### src/rtl/bk_adder_pipe.sv
// bk_adder_pipe: pipelined Brent-Kung prefix adder with valid/ready on both sides.
// Define BK_ADDER_OVERFLOW_EN to add the registered signed-overflow output ovf.
module bk_adder_pipe #(
  parameter int WIDTH  = 12,
  parameter int STAGES = 2
) (
  input  logic               clk,
  input  logic               rst,
  input  logic [2*WIDTH-1:0] INPUTS,
  input  logic               cin,
  input  logic               in_valid,
  output logic               in_ready,
  output logic [WIDTH:0]     OUTS,
  output logic               out_valid,
  input  logic               out_ready
`ifdef BK_ADDER_OVERFLOW_EN
  ,
  output logic               ovf
`endif
);
  localparam int L      = $clog2(WIDTH + 1);
  localparam int P      = 1 << L;
  localparam int DW     = WIDTH + 2 * P;
  localparam int IB     = (STAGES >= 3) ? 1 : 0;
  localparam int I_LAST = STAGES - 1;

  if (WIDTH < 2 || WIDTH > 64) begin : g_bad_width
    $fatal(1, "bk_adder_pipe: WIDTH must be 2..64");
  end
  if (STAGES < 1 || STAGES > 4) begin : g_bad_stages
    $fatal(1, "bk_adder_pipe: STAGES must be 1..4");
  end

  // Payload between levels: {original p of each bit, prefix p, prefix g}.
  // Position 0 carries cin as g[-1]; bit i lives at position i+1.
  function automatic logic [DW-1:0] f_l0(input logic [2*WIDTH-1:0] ops, input logic c);
    logic [P-1:0]     g;
    logic [P-1:0]     p;
    logic [WIDTH-1:0] pb;
    g    = '0;
    p    = '0;
    pb   = '0;
    g[0] = c;
    for (int i = 0; i < WIDTH; i++) begin
      g[i+1] = ops[2*i] & ops[2*i+1];
      p[i+1] = ops[2*i] ^ ops[2*i+1];
      pb[i]  = p[i+1];
    end
    return {pb, p, g};
  endfunction

  function automatic logic [DW-1:0] f_up(input logic [DW-1:0] d);
    logic [P-1:0] g;
    logic [P-1:0] p;
    g = d[P-1:0];
    p = d[2*P-1:P];
    for (int l = 0; l < L; l++) begin
      for (int j = 0; j < P; j++) begin
        if (((j + 1) % (1 << (l + 1))) == 0) begin
          g[j] = g[j] | (p[j] & g[j-(1<<l)]);
          p[j] = p[j] & p[j-(1<<l)];
        end
      end
    end
    return {d[DW-1:2*P], p, g};
  endfunction

  function automatic logic [DW-1:0] f_dn(input logic [DW-1:0] d);
    logic [P-1:0] g;
    logic [P-1:0] p;
    g = d[P-1:0];
    p = d[2*P-1:P];
    for (int l = L - 2; l >= 0; l--) begin
      for (int j = 0; j < P; j++) begin
        if ((((j + 1) % (1 << (l + 1))) == (1 << l)) && (j >= 3 * (1 << l) - 1)) begin
          g[j] = g[j] | (p[j] & g[j-(1<<l)]);
          p[j] = p[j] & p[j-(1<<l)];
        end
      end
    end
    return {d[DW-1:2*P], p, g};
  endfunction

  // g[i] is now the carry into bit i; g[WIDTH] is the carry-out.
  function automatic logic [WIDTH:0] f_l3(input logic [DW-1:0] d);
    logic [P-1:0]     g;
    logic [WIDTH-1:0] pb;
    g  = d[P-1:0];
    pb = d[DW-1:2*P];
    return {g[WIDTH], pb ^ g[WIDTH-1:0]};
  endfunction

  logic [STAGES-1:0] r_vld;
  logic [STAGES-1:0] w_ld;
  logic [STAGES:0]   w_vup;
  logic              w_ld_run;

  assign w_vup = {r_vld, in_valid};

  // A stage loads when empty or when everything downstream of it can move.
  always_comb begin
    w_ld             = '0;
    w_ld_run         = out_ready | ~r_vld[STAGES-1];
    w_ld[STAGES-1]   = w_ld_run;
    for (int k = STAGES - 2; k >= 0; k--) begin
      w_ld_run = ~r_vld[k] | w_ld_run;
      w_ld[k]  = w_ld_run;
    end
  end

  always_ff @(posedge clk or posedge rst) begin
    if (rst) begin
      r_vld <= '0;
    end else begin
      for (int k = 0; k < STAGES; k++) begin
        if (w_ld[k]) r_vld[k] <= w_vup[k];
      end
    end
  end

  assign in_ready  = w_ld[0] & ~rst;
  assign out_valid = r_vld[I_LAST];

  logic [DW-1:0]  w_l0, w_s1, w_l1, w_s2, w_l2, w_s3;
  logic [WIDTH:0] w_l3;
  logic [WIDTH:0] r_outs;

  assign w_l0 = f_l0(INPUTS, cin);

  if (STAGES >= 3) begin : g_reg_l0
    logic [DW-1:0] r_l0;
    always_ff @(posedge clk or posedge rst) begin
      if (rst) r_l0 <= '0;
      else if (w_ld[0] && in_valid) r_l0 <= w_l0;
    end
    assign w_s1 = r_l0;
  end else begin : g_pass_l0
    assign w_s1 = w_l0;
  end

  assign w_l1 = f_up(w_s1);

  if (STAGES >= 2) begin : g_reg_l1
    logic [DW-1:0] r_l1;
    always_ff @(posedge clk or posedge rst) begin
      if (rst) r_l1 <= '0;
      else if (w_ld[IB] && w_vup[IB]) r_l1 <= w_l1;
    end
    assign w_s2 = r_l1;
  end else begin : g_pass_l1
    assign w_s2 = w_l1;
  end

  assign w_l2 = f_dn(w_s2);

  if (STAGES >= 4) begin : g_reg_l2
    logic [DW-1:0] r_l2;
    always_ff @(posedge clk or posedge rst) begin
      if (rst) r_l2 <= '0;
      else if (w_ld[2] && w_vup[2]) r_l2 <= w_l2;
    end
    assign w_s3 = r_l2;
  end else begin : g_pass_l2
    assign w_s3 = w_l2;
  end

  assign w_l3 = f_l3(w_s3);

  always_ff @(posedge clk or posedge rst) begin
    if (rst) r_outs <= '0;
    else if (w_ld[I_LAST] && w_vup[I_LAST]) r_outs <= w_l3;
  end

  assign OUTS = r_outs;

`ifdef BK_ADDER_OVERFLOW_EN
  logic r_ovf;
  always_ff @(posedge clk or posedge rst) begin
    if (rst) r_ovf <= 1'b0;
    else if (w_ld[I_LAST] && w_vup[I_LAST]) r_ovf <= w_s3[WIDTH-1] ^ w_s3[WIDTH];
  end
  assign ovf = r_ovf;
`endif

endmodule

### config.mk
export PLATFORM = sky130hd
export DESIGN_NAME = bk_adder_pipe
export DESIGN_NICKNAME = d
export VERILOG_FILES = /design/src/rtl/bk_adder_pipe.sv
export SDC_FILE = /design/constraint.sdc
export NUM_CORES = 1
export LEC_CHECK = 0
export BUFFER_PORTS_ARGS = -buffer_cell sky130_fd_sc_hd__buf_2
export CORE_ASPECT_RATIO = 0.8
export CORE_MARGIN = 5
export CORE_UTILIZATION = 40
export CTS_CLUSTER_SIZE = 25
export DETAILED_ROUTE_END_ITERATION = 12
export PLACE_DENSITY = 0.65
export SLEW_MARGIN = 20
export SYNTH_ARGS = -nofsm -noshare
export SYNTH_HDL_FRONTEND = slang
export SYNTH_SLANG_ARGS = --single-unit
### constraint.sdc
create_clock -name clk -period 2.3 [get_ports clk]
set_clock_uncertainty 0.15 [all_clocks]
set_input_delay 0 -clock clk [delete_from_list [all_inputs] [get_ports clk]]
set_output_delay 0 -clock clk [all_outputs]
set_load 0.03 [all_outputs]
==> flow_metrics.env <==
export IMPL_leakage_nw=1.436
export IMPL_synthArstFlopShare_pct=100.0
export IMPL_p_clk_share_pct=21.3
export IMPL_initial_core_util_pct=41.07
export IMPL_path_max_fanout=2
export IMPL_yosysSeqAreaShare_pct=52.63
export IMPL_final_max_slew_viol_count=0
export IMPL_antenna_left=0
export IMPL_worstPathArrival_ps=2160
export IMPL_htreeDepth=2
export IMPL_cts_tree="done"
export IMPL_insertion_delay_ps=290
export IMPL_antenna_found_initial=0
export IMPL_cts_buffers=5
export IMPL_place_inst=302
export IMPL_gr_total_overflow=0
export IMPL_ir_worst_vdd_v=0.0003725
export IMPL_die_area_mm2=0.006650
export IMPL_core_area_mm2=0.004979
export IMPL_fp_dieH_um=73.95
export IMPL_finalHoldViolations=0
export IMPL_num_vias=1595
export IMPL_fin_cells=349
export IMPL_start_kind="input port"
export IMPL_fin_crit_sh_pct=93.14
export IMPL_place_area_mm2=0.002288
export IMPL_wl_um=4580
export IMPL_avgSynthCellArea_um2=10.07
export IMPL_cts_sinks=43
export IMPL_end_kind="register"
export IMPL_ios=44
export IMPL_cpPeakStageDelay_ps=560
export IMPL_drt_iter0_markers=98
export IMPL_first_pass_iters=5
export IMPL_synthTopCellsByCount="77 x nand2_1, 43 x dfrtp_1, 18 x ha_1"
export IMPL_design_area_mm2=0.002760
export IMPL_remaining_drc_errors=0
export IMPL_grt_start_max_net_pins=44
export IMPL_syn2layout_area_growth_pct=35.01
export IMPL_clkTransAtPathRegs_ps=70
export IMPL_cts_setup_buffers=0
export IMPL_root_buffer="clkbuf_8"
export IMPL_grt_usage_pct=15.09
export IMPL_synth_most_common_cell="nand2_1"
export IMPL_min_path_type="input port to register"
export IMPL_setup_viol=0
export IMPL_powerDensity_mw_per_mm2=788.0
export IMPL_portBuffers=43
export IMPL_place_congestion=0.7244
export IMPL_drt_vias_per_instance=4.570
export IMPL_synth_top_area_share_pct=52.63
export IMPL_synth_largest_area_cell="dfrtp_1"
export IMPL_rsz0062_at_grt="no"
export IMPL_swShare_pct=34.99
export IMPL_diodes=0
export IMPL_hpwl_um=3052
export IMPL_grt_first_pass_wirelength_um=8024
export IMPL_synth_cells=203
export IMPL_slowest_stage="dlygate4sd3_1"
export IMPL_maxCapViolCount=0
export IMPL_rows=23
export IMPL_clockBufferDepth=2
export IMPL_comb_power_share_pct=32.2
export IMPL_synth_yosys_warnings=0
export IMPL_p_seq_share_pct=46.5
export IMPL_timing_fmax_mhz=466.8
export IMPL_worst_pin_slew_ps=696.6
export IMPL_p_int_mw=1.414
export IMPL_tns_ps=0
export IMPL_synth_distinct_cells=27
export IMPL_syn_nets=250
export IMPL_ys_ff_latch=43
export IMPL_fin_nets=333
export IMPL_final_layout_size_suffix_gt1_share_pct=22.30
export IMPL_synth_edf_count=0
export IMPL_ys_flop_type="dfrtp_1"
export IMPL_cp_cell_sequence="dlygate4sd3_1, buf_2, ha_1, dlygate4sd3_1, a21oi_1, o21ai_1, a41oi_1, o21ai_0"
export IMPL_wl_per_cell_um=13.12
export IMPL_cp_required_ps=2320
export IMPL_totalPowerFinal_mw=2.175
export IMPL_outcome="complete, no violations"
export IMPL_p_sw_uw=761.1
export IMPL_min_period_ps=2142
export IMPL_maxSlewHeadroom_pct=53.45
export IMPL_die_x_um=89.93
export IMPL_grt_pass1_vias=1690
export IMPL_cpMostUsedCell="dlygate4sd3_1"
export IMPL_ys_top_cells_by_area="dfrtp_1 53%, nand2_1 14%, ha_1 11%"
export IMPL_netlist_area_mm2=0.002044
export IMPL_worst_setup_path_type="input port to register"
## kinds of logic after synthesis
family | Yosys count | share of synthesized area (%)
XOR/XNOR | 6 | 2.570
flip-flops | 43 | 52.63
buffers and inverters | 10 | 3.488
multiplexers | 7 | 3.794
AO/OA/AOI/OAI | 27 | 8.140
AND/OR/NAND/NOR | 92 | 18.36
adder cells (fa/ha/maj) | 18 | 11.02
## what timing repair did
item / in CTS / in global routing
setup endpoints to repair: 0 / 1
gates resized for setup: 0 / 1
hold buffers: 39 / 0
endpoints found under the hold margin: 70 / 0
## state kept, by name, indices dropped and copies added, names as in the netlist
register / count
OUTS: 13
r_vld: 2
g_reg_l1.r_l1: 28
## final cells by class
type | instances | area [um2]
tap | 62 | 77.57
clock inverter | 1 | 5.005
inverter | 2 | 7.507
fill | 448 | 2218
clock buffer | 7 | 76.32
timing repair buffer | 84 | 620.6
sequential | 43 | 1076
multi-input combinational | 150 | 897.1
## worst max-delay path: cells and delay by family
kind / cells / cell delay [ps]
compound gates: 4 / 760
buf+inv: 3 / 1240
fa+ha+maj: 1 / 160
## cells in the final DEF (no fill, tap or decap), types with 2 or more instances in the layout
cell type,netlist,layout
buf_2,3,43
o21ai_2,2,2
o21ai_1,4,5
ha_1,18,18
clkbuf_1,1,2
nand2_1,77,77
clkbuf_8,0,5
xor2_1,5,5
nor2_1,8,8
o21ai_0,10,9
inv_1,2,2
a21oi_1,4,4
buf_4,0,2
a21o_1,3,3
nand2b_1,2,2
dlygate4sd3_1,0,39
mux2_2,6,6
dfrtp_1,43,43
## through the flow
| step | utilization [%] | hold slack [ps] | worst slack, ps |
|---|---|---|---|
| 5_1_grt | 55.44 | 137.5 | 39.00 |
| 2_1_floorplan | - | -44.56 | 774.1 |
| 4_1_cts | 55.44 | 128.5 | 98.47 |
| 6_report | 55.44 | 117.3 | 157.9 |
| 3_5_place_dp | 45.97 | 34.70 | 594.2 |
| 3_3_place_gp | 45.97 | 33.62 | 604.7 |
## path summary, 6_finish.rpt
path                       startpoint          endpoint  slack (ps)  depth (start not counted)
min                         INPUTS[4]  g_reg_l1.r_l1[3]         120                          6
max                         INPUTS[1]  g_reg_l1.r_l1[7]         160                          8
max reg2reg                  r_vld[1]           OUTS[3]         620                          3
max in group asynchronous         rst           OUTS[4]        1380                          4
min reg2reg                  OUTS[12]          OUTS[12]         330                          2
min in group asynchronous         rst          r_vld[0]         250                          4
## layer usage
layer | track usage (%) | part of all wire (%) | up-vias
li1 | - | - | 828
met1 | 20.64 | 48 | 719
met2 | 23.94 | 46 | 41
met3 | 4.044 | 5.0 | 7
met4 | 4.463 | 1.2 | 0
met5 | 0 | 0 | -
## power by group through the flow
| stage | sequential, mW | clock (mW) | combinational, mW |
|---|---|---|---|
| 3_3_place_gp | 1.02 | 0 | 0.641 |
| 2_1_floorplan | 1.19 | 0 | 0.285 |
| 6_report | 1.01 | 0.463 | 0.700 |
| 3_5_place_dp | 1.03 | 0 | 0.646 |
| 4_1_cts | 1.01 | 0.478 | 0.708 |
| 5_1_grt | 1.03 | 0.505 | 0.786 |
Power figures use the tool's default switching activity.
